## src/rtl/tpu_pkg.sv

```systemverilog
// Shared definitions for the TPU timer controller: FSM states, register
// addresses and bit positions inside the CTRL and STATUS registers.
package tpu_pkg;

  typedef enum logic [1:0] {
    ST_IDLE  = 2'd0,
    ST_PEND  = 2'd1,
    ST_DRAIN = 2'd2
  } tpu_state_e;

  localparam logic [1:0] ADDR_CTRL   = 2'd0;
  localparam logic [1:0] ADDR_CMP    = 2'd1;
  localparam logic [1:0] ADDR_PERIOD = 2'd2;
  localparam logic [1:0] ADDR_STATUS = 2'd3;

  localparam int CTRL_MSK      = 0;
  localparam int CTRL_PERIODIC = 1;
  localparam int CTRL_RSTTPU   = 2;

  localparam int STAT_CLR      = 0;
  localparam int STAT_ACK      = 8;
  localparam int STAT_PEND     = 8;
  localparam int STAT_TIME_LSB = 9;

endpackage

```

## src/rtl/tpu_irq_fsm.sv

```systemverilog
// TPUINT rising-edge detector and the IDLE/PEND/DRAIN interrupt handshake.
// o_take pulses on the edge where an event is accepted into PEND.
module tpu_irq_fsm
  import tpu_pkg::*;
(
  input  logic       i_clk,
  input  logic       i_rst,
  input  logic       i_tpuint,
  input  logic       i_msk,
  input  logic       i_msk_clr,
  input  logic       i_ack,
  output logic       o_take,
  output tpu_state_e o_state,
  output logic       o_irq,
  output logic       o_intflag
);

  logic       r_tpuint_d;
  logic       r_irq;
  logic       r_intflag;
  tpu_state_e r_state;
  tpu_state_e w_next;
  logic       w_rise;

  assign w_rise = i_tpuint & ~r_tpuint_d;

  // A mask clear while pending discards the event rather than acknowledging it.
  always_comb begin
    w_next = r_state;
    o_take = 1'b0;
    case (r_state)
      ST_IDLE: begin
        if (w_rise && i_msk) begin
          w_next = ST_PEND;
          o_take = 1'b1;
        end
      end
      ST_PEND: begin
        if (i_msk_clr)  w_next = ST_IDLE;
        else if (i_ack) w_next = ST_DRAIN;
      end
      ST_DRAIN: begin
        if (!i_tpuint) w_next = ST_IDLE;
      end
      default: w_next = ST_IDLE;
    endcase
  end

  always_ff @(posedge i_clk or posedge i_rst) begin
    if (i_rst) begin
      r_tpuint_d <= 1'b0;
      r_state    <= ST_IDLE;
      r_irq      <= 1'b0;
      r_intflag  <= 1'b0;
    end else begin
      r_tpuint_d <= i_tpuint;
      r_state    <= w_next;
      r_irq      <= (w_next == ST_PEND);
      r_intflag  <= (w_next == ST_PEND);
    end
  end

  assign o_state   = r_state;
  assign o_irq     = r_irq;
  assign o_intflag = r_intflag;

endmodule

```

## src/rtl/tpu_timer_ctrl.sv

```systemverilog
// CPU-side TPU timer controller: register bus, compare auto-reload and event
// counter around the interrupt handshake FSM.
module tpu_timer_ctrl
  import tpu_pkg::*;
#(
  parameter int EVT_W  = 8,
  parameter int TIME_W = 7
) (
  input  logic              SYS_CLK,
  input  logic              RST,
  input  logic              TPUINT,
  input  logic [TIME_W-1:0] TIME,
  input  logic [1:0]        BUS_ADDR,
  input  logic              BUS_WE,
  input  logic              BUS_RE,
  input  logic [15:0]       BUS_WDATA,
  output logic [15:0]       BUS_RDATA,
  output logic              IRQ,
  input  logic              IACK,
  output logic              RSTTPU,
  output logic              TIMERINTMSK,
  output logic              INTFLAG,
  output logic [15:0]       TIMER_INT_VALUE
);

  logic             r_msk;
  logic             r_periodic;
  logic             r_rsttpu;
  logic [15:0]      r_cmp;
  logic [15:0]      r_period;
  logic [EVT_W-1:0] r_evt;
  logic [15:0]      r_rdata;

  logic       w_wr_ctrl, w_wr_cmp, w_wr_per, w_wr_stat;
  logic       w_msk_clr, w_ack, w_evt_clr, w_take;
  logic [15:0] w_rdata;
  tpu_state_e w_state;

  assign w_wr_ctrl = BUS_WE && (BUS_ADDR == ADDR_CTRL);
  assign w_wr_cmp  = BUS_WE && (BUS_ADDR == ADDR_CMP);
  assign w_wr_per  = BUS_WE && (BUS_ADDR == ADDR_PERIOD);
  assign w_wr_stat = BUS_WE && (BUS_ADDR == ADDR_STATUS);

  assign w_msk_clr = w_wr_ctrl & ~BUS_WDATA[CTRL_MSK];
  assign w_ack     = IACK | (w_wr_stat & BUS_WDATA[STAT_ACK]);
  assign w_evt_clr = w_wr_stat & BUS_WDATA[STAT_CLR];

  // Mask seen by the FSM already reflects a clear landing this cycle.
  tpu_irq_fsm u_fsm (
    .i_clk     (SYS_CLK),
    .i_rst     (RST),
    .i_tpuint  (TPUINT),
    .i_msk     (r_msk & ~w_msk_clr),
    .i_msk_clr (w_msk_clr),
    .i_ack     (w_ack),
    .o_take    (w_take),
    .o_state   (w_state),
    .o_irq     (IRQ),
    .o_intflag (INTFLAG)
  );

  always_comb begin
    w_rdata = '0;
    case (BUS_ADDR)
      ADDR_CTRL: begin
        w_rdata[CTRL_MSK]      = r_msk;
        w_rdata[CTRL_PERIODIC] = r_periodic;
      end
      ADDR_CMP:    w_rdata = r_cmp;
      ADDR_PERIOD: w_rdata = r_period;
      default: begin
        w_rdata[7:0]                = 8'(r_evt);
        w_rdata[STAT_PEND]          = (w_state == ST_PEND);
        w_rdata[15:STAT_TIME_LSB]   = 7'(TIME);
      end
    endcase
  end

  // Bus writes take priority over auto-reload and the counter clear over increment.
  always_ff @(posedge SYS_CLK or posedge RST) begin
    if (RST) begin
      r_msk      <= 1'b0;
      r_periodic <= 1'b0;
      r_rsttpu   <= 1'b0;
      r_cmp      <= '0;
      r_period   <= '0;
      r_evt      <= '0;
      r_rdata    <= '0;
    end else begin
      if (w_wr_ctrl) begin
        r_msk      <= BUS_WDATA[CTRL_MSK];
        r_periodic <= BUS_WDATA[CTRL_PERIODIC];
      end
      r_rsttpu <= w_wr_ctrl & BUS_WDATA[CTRL_RSTTPU];
      if (w_wr_cmp)                  r_cmp <= BUS_WDATA;
      else if (w_take && r_periodic) r_cmp <= r_cmp + r_period;
      if (w_wr_per) r_period <= BUS_WDATA;
      if (w_evt_clr)   r_evt <= '0;
      else if (w_take) r_evt <= r_evt + EVT_W'(1);
      if (BUS_RE) r_rdata <= w_rdata;
    end
  end

  assign BUS_RDATA       = r_rdata;
  assign RSTTPU          = r_rsttpu;
  assign TIMERINTMSK     = r_msk;
  assign TIMER_INT_VALUE = r_cmp;

endmodule

```

## config.mk

```make
export PLATFORM = sky130hd
export DESIGN_NAME = tpu_timer_ctrl
export DESIGN_NICKNAME = d
export VERILOG_FILES = /design/src/rtl/tpu_pkg.sv /design/src/rtl/tpu_irq_fsm.sv /design/src/rtl/tpu_timer_ctrl.sv
export SDC_FILE = /design/constraint.sdc
export NUM_CORES = 1
export LEC_CHECK = 0
export ABC_AREA = 1
export BUFFER_PORTS_ARGS = -buffer_cell sky130_fd_sc_hd__buf_4
export CELL_PAD_IN_SITES_DETAIL_PLACEMENT = 1
export CELL_PAD_IN_SITES_GLOBAL_PLACEMENT = 1
export CORE_UTILIZATION = 40
export DETAILED_ROUTE_END_ITERATION = 10
export GPL_TIMING_DRIVEN = 0
export PLACE_DENSITY = 0.89
export SYNTH_ARGS = -nofsm -noshare
export SYNTH_HDL_FRONTEND = slang
export SYNTH_SLANG_ARGS = --single-unit
```

## constraint.sdc

```tcl
create_clock -name SYS_CLK -period 3.1 [get_ports SYS_CLK]
set_clock_uncertainty 0.05 [all_clocks]
set_input_delay 0 -clock SYS_CLK [delete_from_list [all_inputs] [get_ports SYS_CLK]]
set_output_delay 0 -clock SYS_CLK [all_outputs]
set_load 0.01 [all_outputs]
```

# Word-level counts from Yosys, hierarchy flattened
# Cells that the tools add are included.
[totals]
reg_bits = 63
input_bits = 31
output_inout_bits = 36
elab_cells = 51
[op_classes]
add_sub_neg = 2
eq_ne = 6
n_mux = 13
n_bitwise = 10
reduce_logical = 10
[ops]
columns = ["cell", "count"]
rows = [
  ["$pmux 14 s3", 1],
  ["$mux 16", 2],
  ["$add 16x16->16", 1],
  ["$mux 8", 2],
  ["$pmux 2 s3", 2],
  ["$add 8x1->8 const B", 1],
  ["$mux 2", 4],
  ["$and 1x1->1", 6],
  ["$eq 2x1->1 const B", 3],
  ["$eq 2x2->1 const B", 3],
  ["$logic_and 1x1->1", 6],
  ["$logic_not 2->1", 2],
  ["$reduce_bool 2->1", 2],
  ["$not 1->1", 3],
  ["$mux 1", 2],
  ["$or 1x1->1", 1],
]

# Longest topological paths before layout
# Gate-level depths: netlist of run 1.
[logic_depth]
word_depth = 11
mapped_depth = 11

# Modules after synthesis
# From an unflattened synthesis of run 1, not the netlist that was laid out.
[hier_totals]
hier_cells = 517
area_unflattened_um2 = 3854.9
[modules_own_cells]
columns = ["mod", "instances", "cells_each", "area_each_um2"]
rows = [
  ["tpu_timer_ctrl", 1, 496, 3672.3],
  ["tpu_irq_fsm", 1, 21, 182.7],
]

# Worst setup path after synthesis of run 1
# OpenSTA, ideal clock, no wires.
[synth_path]
path_kind = "reg2reg"
startpoint = "reg r_cmp[0] (netlist: TIMER_INT_VALUE[0])"
endpoint = "reg r_cmp[8] (netlist: TIMER_INT_VALUE[8])"
setup_time_ns = 0.124
arrival_ns = 1.584
path_slack_ns = 1.342
stages_incl_launch_ff = 10
n_path_buf = 0
synth_period_minus_slack_ns = 1.758
path_cell_list = "dfrtp_1 ha_1 fa_1 nand2_1 nand2_1 and2_1 nand2_1 nand3b_1 nand3_1 nand3_1"
[synth_between]
elab_chain_cells = 3
[synth_lines]
columns = ["element", "line_no", "text"]
rows = [
  ["start, declared", "tpu_timer_ctrl.sv:29", "logic [15:0] r_cmp;"],
  ["start signal, assigned", "tpu_timer_ctrl.sv:96", "else if (w_take && r_periodic) r_cmp <= r_cmp + r_period;"],
  ["$add 16x16->16", "tpu_timer_ctrl.sv:96", ""],
  ["$mux 16", "tpu_timer_ctrl.sv:96", ""],
  ["$mux 16", "tpu_timer_ctrl.sv:95", "if (w_wr_cmp) r_cmp <= BUS_WDATA;"],
]
# Every way passes these cells. The select of a mux whose other input is x is not followed.
# A chain may end at the register's enable or synchronous reset.

# Worst setup path after layout of run 1
[layout_path]
startpoint = "reg r_cmp[0] (netlist: TIMER_INT_VALUE[0])"
endpoint = "reg r_cmp[12] (netlist: TIMER_INT_VALUE[12])"
# The elaborated chain is that of the path after synthesis.

==> metrics.txt, run 1 <==
status=finished clean; post-synthesis cell count=521; initial DRC count=196; CTS tree=built; CP Class=reg2reg; WP data required=3340 ps; grt total ovfl=0; Most common cell on crit path=nand2_1; CTS Buf Count=9; leading cell type in the layout, fill and taps excluded=nand2_1; GR Layer Usage met3=6.06%; Slew @ Worst Pin=587 ps; Inserted Diodes=0; CORE AREA=9280 um^2; final setup TNS=0 ps; CTS Buffer Depth=2; Yosys reg bits=63; H-tree Lvls=3; Post-DRT Antenna Nets=0; Inst Count DP=717; Skew-Pair Late Insertion Delay=340 ps; grt peak-use layer=met2; Crit. End Element=flip-flop; area post-placement=4530 um^2; drt pass-1 iters=4; Area Growth Syn to Fin=29.8%; RSZ-0062 raised after global routing=no; Die Y=100 um; Root Buffer Master=clkbuf_8; pwr dens=704 nW/um^2; final-layout fill cell count=1195; post-route insts no fill=761; Power, Total=3.52 mW; Critical Path AT=2280 ps; first-pass GRT wire length=21900 um; Final Instance Area=5000 um^2; Post-DP HPWL=9630 um; Finished Core Util=53.9%; Die W=100 um; # nets final=675; Worst Hold Class=in2reg; clock slew at reported path FFs=70 ps; die area=10000 um^2; Max Freq=488 MHz; Clock Sink Count=63; Static Leak=2.61 nW; Worst VDD drop=0.386 mV; crit path time final=2050 ps; final setup fails=0; critical path's slowest cell=dfrtp_1; port bufs=66; Crit path largest cell delay=440 ps; unique cell type count in the Yosys netlist=39; Starting Density=41.5%; type of origin of the critical path=flip-flop; fraction of layout cells with a size suffix above 1=18.4%; met2 Resource Use GR=52.0%; mapped cell area=3850 um^2; Via density=5.26; Top delay family on crit path=simple AND/OR/NAND/NOR gates; register area share after synthesis=40.9%; Synthesized Nets=569; global placement routability congestion=0.846; largest net degree at the start of global routing=39; R2R Setup Slk=1050 ps; final wirelength=13300 um; Slew Viols, Final=0; max-cap check violation count=0; most frequent cells in the layout=151 x nand2_1, 83 x inv_1, 69 x buf_4; initial antenna violation count=0; WL per Instance=17.4 um; DRC errors left=0; IO Pins=67; GR Util All Layers=28.3%; met1 Usage GRT=33.3%; final period utilization=66.0%; row count=35; CP Buf/Inv Count=0; post-cts sizing count=0; vias=4001; Final Hold Fails=0; slew margin rel.=60.8%; Syn Area/Cell=7.40 um^2; vias in the first global route=4418; YS warnings=0; CP max FO=4; crit path cell chain=ha_1 -> fa_1 -> nand2_1 -> nand2_1 -> and2_1 -> nand3_1 -> nand3_1 -> nand2_1 -> nand3_1 -> nand2_1
-- metrics by stage --
stage                     hold WS, ps  setup slack (ps)
final                            16.8              1050
after global routing             46.7               901
after CTS                        3.78              1080
after detailed placement         52.3              1120
after global placement           78.6               595
after floorplan                 -18.6              1340
-- synth_stat cells --
| cell type | instances | share of area [%] |
|---|---|---|
| buf_4 | 3 | 0.58 |
| nand2_4 | 1 | 0.29 |
| inv_1 | 84 | 8.2 |
| nor3_2 | 1 | 0.26 |
| fa_1 | 1 | 0.52 |
| nand3_4 | 1 | 0.45 |
| buf_2 | 4 | 0.52 |
| buf_6 | 1 | 0.29 |
| dfrtp_1 | 63 | 41 |
| nand2_1 | 151 | 15 |
| a41oi_1 | 2 | 0.45 |
| o21a_1 | 1 | 0.19 |
| inv_2 | 3 | 0.29 |
| nor2_1 | 37 | 3.6 |
| a31o_2 | 1 | 0.23 |
| xnor2_1 | 2 | 0.45 |
| clkbuf_1 | 2 | 0.19 |
| o22ai_1 | 7 | 1.1 |
| nand2_2 | 4 | 0.65 |
| a221oi_1 | 5 | 1.1 |
| o21ai_2 | 3 | 0.68 |
| nand3b_1 | 3 | 0.58 |
| o211ai_1 | 2 | 0.39 |
| and2_1 | 1 | 0.16 |
| ha_1 | 16 | 5.2 |
| o21ai_1 | 2 | 0.26 |
| nor3_1 | 5 | 0.65 |
| nand3_2 | 1 | 0.26 |
| nor3_4 | 1 | 0.42 |
| a31oi_1 | 2 | 0.32 |
| clkinv_1 | 2 | 0.19 |
| nand4_1 | 3 | 0.49 |
| xor2_1 | 5 | 1.1 |
| o21ai_0 | 31 | 4.0 |
| nor2_4 | 2 | 0.58 |
| or2_2 | 4 | 0.65 |
| nand3_1 | 34 | 4.4 |
| a21oi_1 | 26 | 3.4 |
| mux2_2 | 4 | 1.2 |
-- kinds of logic after synthesis --
family,after synthesis,synth area share (%)
muxes,4,1.17
and+or+nand+nor,249,28.2
AOI/OAI and AO/OA,82,12.2
buffers and inverters,99,10.3
xor gates and xnor gates,7,1.59
adders and majority gates,17,5.71
DFF,63,40.9
-- layer usage --
layer	up-vias	routed length (um)
met3	21	721
met1	1988	5420
li1	1879	-
met2	113	6930
met4	0	210
met5	-	0
-- flip-flops by register name, indices dropped and copies added, names as in the netlist --
name and cells:
BUS_RDATA 16, RSTTPU 1, TIMERINTMSK 1, TIMER_INT_VALUE 16, r_evt 8, r_period 16, r_periodic 1, u_fsm.o_irq 1
u_fsm.o_state 2, u_fsm.r_tpuint_d 1
-- area by class of cell --
type                       count  area, um^2  share of cell area [%]
sequential                    63        1580                    31.5
timing repair buffer          95         796                    15.9
clock buffer                  12         145                    2.90
tap                          129         161                    3.23
multi-input combinational    359        1880                    37.6
clock inverter                 4        45.0                   0.900
buffer                        10        61.3                    1.23
inverter                      89         334                    6.68
-- worst reg2reg max path, stage by stage (launching register included) --
cell	delay [ps]
dfrtp_1	440
ha_1	270
fa_1	400
nand2_1	120
nand2_1	70
and2_1	180
nand3_1	130
nand3_1	110
nand2_1	80
nand3_1	80
nand2_1	60
-- report_power, final --
part | switching (mW) | total (mW) | leakage [nW] | internal [mW]
Combinational | 0.953 | 1.59 | 1.74 | 0.636
Sequential | 0.207 | 1.22 | 0.771 | 1.02
Clock | 0.321 | 0.711 | 0.100 | 0.390
-- worst paths after layout --
path | endpoint | startpoint | depth (start not counted)
max | TIMER_INT_VALUE[12]$_DFFE_PP0P_ | TIMER_INT_VALUE[0]$_DFFE_PP0P_ | 10
min | u_fsm.o_irq$_DFF_PP0_ | BUS_WE | 3
max reg2reg | TIMER_INT_VALUE[12]$_DFFE_PP0P_ | TIMER_INT_VALUE[0]$_DFFE_PP0P_ | 10
min reg2reg | BUS_RDATA[0]$_DFFE_PP0P_ | BUS_RDATA[0]$_DFFE_PP0P_ | 2
max in group asynchronous | r_period[7]$_DFFE_PP0P_ | RST | 4
min in group asynchronous | BUS_RDATA[11]$_DFFE_PP0P_ | RST | 3
-- what timing repair did --
item	CTS	global route
buffers inserted	0	0
endpoints found under the hold margin	70	0
hold buffers	28	0
Power figures use the tool's default switching activity.
==> inputs of run 2 (changes only) <==
--- a/config.mk
+++ b/config.mk
@@ -5,14 +5,14 @@
 export SDC_FILE = /design/constraint.sdc
 export NUM_CORES = 1
 export LEC_CHECK = 0
-export ABC_AREA = 1
+export ABC_AREA = 0
 export BUFFER_PORTS_ARGS = -buffer_cell sky130_fd_sc_hd__buf_4
 export CELL_PAD_IN_SITES_DETAIL_PLACEMENT = 1
 export CELL_PAD_IN_SITES_GLOBAL_PLACEMENT = 1
-export CORE_UTILIZATION = 40
+export CORE_UTILIZATION = 39
 export DETAILED_ROUTE_END_ITERATION = 10
 export GPL_TIMING_DRIVEN = 0
-export PLACE_DENSITY = 0.89
+export PLACE_DENSITY = 0.87
 export SYNTH_ARGS = -nofsm -noshare
 export SYNTH_HDL_FRONTEND = slang
 export SYNTH_SLANG_ARGS = --single-unit
==> constraint.sdc (replaced) <==
create_clock -name SYS_CLK -period 1.85 [get_ports SYS_CLK]
set_clock_uncertainty 0.05 [all_clocks]
set_input_delay 0 -clock SYS_CLK [delete_from_list [all_inputs] [get_ports SYS_CLK]]
set_output_delay 0 -clock SYS_CLK [all_outputs]
set_load 0.01 [all_outputs]
==> run 2 against run 1 <==
The flow now finishes with violations (negative setup slack). Synthesized area fell by 9.2%. Largest cell class unchanged. Register-to-register slack lost 1600 ps. Total power rose by 95%. Routed wire length grew 9.2%. Count of clock-buffer cells in the layout is 2 lower. Critical path depth decreased by 2. Worst hold slack better by 0.72 ps. Via count is 11% lower.
==> metrics.txt, run 2 <==
status=complete, but fails checks; failing checks=negative setup slack; Skew-Pair Late Insertion Delay=360 ps; drt pass-1 iters=5; Clock Sink Count=63; GR Util All Layers=29.3%; initial DRC count=291; pwr dens=1330 nW/um^2; sequential cell area=1590 um^2; area post-placement=4310 um^2; Synth Flop Type=dfrtp_1; final wirelength=14500 um; port bufs=66; Finished Core Util=58.9%; Power, Total=6.86 mW; Final Hold Fails=0; IO Pins=67; # nets final=525; crit path cell chain=ha_4 -> nand3_2 -> a211o_1 -> nor4bb_4 -> o31ai_2 -> xnor2_1 -> or3_1 -> a31oi_1; Slew @ Worst Pin=770 ps; Starting Density=40.1%; clock slew at reported path FFs=90 ps; most common cell in the netlist=dfrtp_1; Post-DRT Antenna Nets=0; global placement routability congestion=0.883; Slew Viols, Final=0; post-synth top area share=45.0%; Die W=96.7 um; grt total ovfl=0; CTS Buffer Depth=2; CP Class=reg2reg; Die Y=96.7 um; H-tree Lvls=3; worst setup path start=r_period[2]$_DFFE_PP0P_; Worst Hold Class=in2reg; WP data required=2070 ps; initial antenna violation count=0; leading cell type in the layout, fill and taps excluded=buf_4; Max Freq=409 MHz; Syn Area/Cell=10.0 um^2; Worst VDD drop=0.419 mV; Hold WS=17.5 ps; depth of the most critical reg-to-reg path=8; DRC errors left=0; synth cell count leaders=63 x dfrtp_1, 40 x a21oi_1, 40 x nor2_1, 32 x mux2_2, 30 x nand2_1; largest net degree at the start of global routing=42; synth top area cells=dfrtp_1 45%, mux2_2 10%, a21oi_1 5.7%, ha_1 5.7%, nor2_1 4.3%; RSZ-0062 raised after global routing=yes; Via density=6.07; Crit path largest cell delay=460 ps; WL per Instance=24.6 um; most frequent cells in the layout=95 x buf_4, 54 x dfrtp_1, 36 x nor2_1; type of origin of the critical path=flip-flop; Post-DP HPWL=7700 um; post-synthesis cell count=349; R2R Setup Slk=-590 ps; slew margin rel.=48.7%; register area share after synthesis=45.0%; setup slack after layout=-594 ps; Static Leak=2.25 nW; vias=3579; Inserted Diodes=0; final setup TNS=-4690 ps; Synthesized Nets=397; Final Instance Area=5140 um^2; fraction of layout cells with a size suffix above 1=43.8%; Crit. End Element=flip-flop; Yosys reg bits=63; Critical Path AT=2660 ps; final setup fails=15; first-pass GRT wire length=21100 um; crit path time final=2440 ps; Root Buffer Master=clkbuf_8; CTS tree=built; vias in the first global route=3831; CORE AREA=8720 um^2; worst r2r dst=TIMER_INT_VALUE[15]$_DFFE_PP0P_; max-cap check violation count=0; critical path's slowest cell=dfrtp_1; mapped cell area=3500 um^2; Setup crit end=TIMER_INT_VALUE[15]$_DFFE_PP0P_; row count=34; Post-synth EDFFs=0; RR Startpoint=r_period[2]$_DFFE_PP0P_; FFs w/ async S/R, synth=100%; final-layout fill cell count=933; multi-input logic area=2150 um^2; CP max FO=4; largest area contributor in the netlist=dfrtp_1; CTS Buf Count=9; final period utilization=132%; YS warnings=0; Area Growth Syn to Fin=46.9%; die area=9360 um^2; unique cell type count in the Yosys netlist=42
==> run 2: cell types whose count changed after synthesis, sizes merged, moves of 10 or more <==
| cell | before | now |
|---|---|---|
| o21ai | 36 | 15 |
| nand3 | 36 | 6 |
| clkbuf | 2 | 12 |
| a21oi | 26 | 40 |
| nand2 | 156 | 30 |
| inv | 87 | 6 |
| a22oi | 0 | 14 |
| mux2 | 4 | 32 |
==> run 2: layout make-up <==
cell class	count	share of cell area, %
repair buffers	118	18.8
well taps	108	2.63
inverters	6	0.438
multi-input cells	264	41.9
flip-flops and latches	63	30.9
clock inverters	6	1.34
plain buffers	15	1.34
clock buffers	10	2.68
==> run 2: worst max-delay path: cells and delay by family (launching register included) <==
family                   cells  cell delay, ps
AO/OA/AOI/OAI                3             730
XOR/XNOR                     1             120
adder cells (fa/ha/maj)      1             350
flip-flops                   1             460
AND/OR/NAND/NOR              3             630
==> run 2: power by group <==
group	switching, mW	total [mW]	internal (mW)	leakage (nW)
clock	0.635	1.30	0.663	0.0912
combinational	1.73	3.48	1.76	1.40
sequential	0.386	2.07	1.69	0.757
==> run 2: worst min-delay path by stage <==
stage | startpoint | end | slack, ps | depth (start not counted)
finish | BUS_ADDR[1] | RSTTPU$_DFF_PP0_ | 20 | 3
global route | BUS_ADDR[1] | RSTTPU$_DFF_PP0_ | 20 | 3
CTS | BUS_ADDR[0] | RSTTPU$_DFF_PP0_ | 2 | 3
detailed placement | RST | BUS_RDATA[14]$_DFFE_PP0P_ | 20 | 2
global placement | TPUINT | u_fsm.r_tpuint_d$_DFF_PP0_ | 80 | 1
floorplan | TPUINT | u_fsm.r_tpuint_d$_DFF_PP0_ | -20 | 0
==> run 2: logic make-up (layout without fill, tap and decap cells) <==
| group | count (synthesis) | after routing | share of synthesized area (%) |
|---|---|---|---|
| DFF | 63 | 63 | 45.0 |
| buffers and inverters | 22 | 155 | 2.47 |
| muxes | 35 | 35 | 11.9 |
| AOI/OAI and AO/OA | 95 | 95 | 16.8 |
| adders and majority gates | 17 | 17 | 6.29 |
| xor gates and xnor gates | 20 | 20 | 5.01 |
| and+or+nand+nor | 97 | 97 | 12.5 |
==> run 2: layer usage <==
metal / global-route usage, % / wire (um) / vias up
met1: 35.6 / 5650 / 1813
met3: 6.14 / 861 / 71
met4: 14.2 / 713 / 0
met2: 49.3 / 7280 / 179
li1: - / - / 1516
met5: 0 / 0 / -
==> run 2: timing repair <==
action | in CTS | in global routing
hold endpoints to repair | 61 | 0
setup endpoints to repair | 25 | 16
resized for setup | 36 | 24
setup buffers | 22 | 9
pin swaps | 19 | 21
hold buffers | 20 | 0
==> run 2: per-stage QoR <==
step	setup WS, ps	instances
after floorplan	-315	349
after global placement	-786	523
after detailed placement	-572	524
after CTS	-455	581
after global routing	-667	590
final	-594	590
==> inputs of run 3 (changes only) <==
--- a/config.mk
+++ b/config.mk
@@ -9,10 +9,11 @@
 export BUFFER_PORTS_ARGS = -buffer_cell sky130_fd_sc_hd__buf_4
 export CELL_PAD_IN_SITES_DETAIL_PLACEMENT = 1
 export CELL_PAD_IN_SITES_GLOBAL_PLACEMENT = 1
-export CORE_UTILIZATION = 39
+export CORE_UTILIZATION = 40
+export CTS_BUF_LIST = sky130_fd_sc_hd__clkbuf_8
 export DETAILED_ROUTE_END_ITERATION = 10
 export GPL_TIMING_DRIVEN = 0
-export PLACE_DENSITY = 0.87
+export PLACE_DENSITY = 0.89
 export SYNTH_ARGS = -nofsm -noshare
 export SYNTH_HDL_FRONTEND = slang
 export SYNTH_SLANG_ARGS = --single-unit
==> run 3 against run 2 <==
Register-to-register slack is essentially flat. The flow still finishes with violations (negative setup slack). Sequential share of layout area shrank 0.25 points. Core utilization grew 3.2 points. Die area shrank 2.4%. Count of clock-buffer cells in the layout shrank 1. Critical path type unchanged. Sequential power is essentially flat. Largest cell class unchanged. Via count grew 1.3%. Non-clock buffer count grew 6. Worst setup slack lost 1.7 ps. Clock power shrank 6%. Final cell count grew 0.51%.
==> metrics.txt, run 3 (synthesized netlist as in run 2, its figures left out) <==
final period utilization=132%; # nets final=531; CORE AREA=8340 um^2; status=complete, but fails checks; Inst Count DP=521; clock slew at reported path FFs=80 ps; drt pass-1 iters=5; final wirelength=14700 um; Post-DRT Antenna Nets=0; Final Hold Fails=0; final setup fails=14; WP data required=2060 ps; RSZ-0062 raised after global routing=yes; Crit. End Element=flip-flop; max-cap check violation count=0; port bufs=66; initial antenna violation count=0; IO Pins=67; Starting Density=42.0%; Inserted Diodes=0; R2R Setup Slk=-600 ps; Die W=95.5 um; CTS Buf Count=9; Die Y=95.5 um; post-route insts no fill=593; multi-input logic area=2170 um^2; H-tree Lvls=3; leading cell type in the layout, fill and taps excluded=buf_4; CP Class=reg2reg; grt total ovfl=0; Power, Total=7.01 mW; Clock Sink Count=63; WL per Instance=24.7 um; CTS Buffer Depth=2; Via density=6.11; global placement routability congestion=0.896; vias in the first global route=3951; die area=9130 um^2; type of origin of the critical path=flip-flop; row count=33; Static Leak=2.28 nW; Root Buffer Master=clkbuf_8; fraction of layout cells with a size suffix above 1=43.0%; Worst VDD drop=0.616 mV; Skew-Pair Late Insertion Delay=370 ps; Slew @ Worst Pin=784 ps; Max Freq=409 MHz; critical path's slowest cell=dfrtp_1; Slew Viols, Final=0; Worst Hold Class=in2reg; failing checks=negative setup slack; final-layout fill cell count=895; setup slack after layout=-596 ps; most frequent cells in the layout=102 x buf_4, 53 x dfrtp_1, 39 x nor2_1; crit path cell chain=ha_2 -> fa_2 -> a21oi_4 -> o21ai_1 -> a21oi_2 -> a21oi_4 -> a311oi_2 -> xor2_1 -> o21ai_1; sequential cell area=1590 um^2; Crit path largest cell delay=400 ps; largest net degree at the start of global routing=43; GR Util All Layers=33.0%; slew margin rel.=47.8%; vias=3624; Area Growth Syn to Fin=48.2%; crit path time final=2450 ps; CP max FO=3; first-pass GRT wire length=21800 um; DRC errors left=0; pwr dens=1350 nW/um^2; Post-DP HPWL=7960 um; CTS tree=built; initial DRC count=236; Critical Path AT=2650 ps
-- run 3: repair_timing --
action | 4_1_cts | 5_1_grt
hold buffers | 21 | 0
endpoints found under the setup margin | 19 | 25
pin swaps | 21 | 19
hold endpoints to repair | 60 | 0
setup buffers | 32 | 4
gates resized for setup | 31 | 23
-- run 3: worst paths after layout --
path	from	to	cells after the start
setup / recovery	r_period[0]$_DFFE_PP0P_	TIMER_INT_VALUE[14]$_DFFE_PP0P_	9
hold / removal	TIME[0]	BUS_RDATA[9]$_DFFE_PP0P_	4
setup reg to reg	r_period[0]$_DFFE_PP0P_	TIMER_INT_VALUE[14]$_DFFE_PP0P_	9
hold reg to reg	BUS_RDATA[0]$_DFFE_PP0P_	BUS_RDATA[0]$_DFFE_PP0P_	1
max in group asynchronous	RST	TIMER_INT_VALUE[5]$_DFFE_PP0P_	4
min in group asynchronous	RST	BUS_RDATA[1]$_DFFE_PP0P_	3
-- run 3: layout make-up --
| cell class | count | area share (%) |
|---|---|---|
| clock buffers | 9 | 2.39 |
| repair buffers | 124 | 19.3 |
| well taps | 105 | 2.53 |
| multi-input cells | 264 | 41.9 |
| inverters | 6 | 0.434 |
| flip-flops and latches | 63 | 30.6 |
| plain buffers | 15 | 1.45 |
| clock inverters | 7 | 1.28 |
-- run 3: power by group --
part           internal (mW)  switching, mW
logic                   1.86           1.85
registers               1.69          0.387
clock network          0.612          0.609
-- run 3: per-stage QoR --
stage               hold slack (ps)  area (um^2)  setup WS (ps)  util, %  setup TNS (ps)
finish                         32.6         5190           -596     62.2           -4140
global route                   74.9         5190           -683     62.2           -5430
CTS                            13.2         5050           -408     60.6           -2330
detailed placement             20.2         4300           -547     51.6          -10770
global placement               80.9         4280           -781     51.3          -46400
floorplan                     -18.6         3650           -315        -            -995
-- run 3: critical path, delay by kind of cell (launching register included) --
family | cells | cell delay, ps
XOR/XNOR | 1 | 250
flip-flops | 1 | 400
adder cells (fa/ha/maj) | 2 | 600
AO/OA/AOI/OAI | 6 | 1040
-- run 3: routing by layer --
layer | up-vias | wire length (um) | global-route usage [%]
li1 | 1522 | - | -
met1 | 1842 | 5740 | 38.2
met2 | 190 | 7440 | 55.8
met3 | 70 | 705 | 6.06
met4 | 0 | 779 | 21.8
met5 | - | 0 | 0
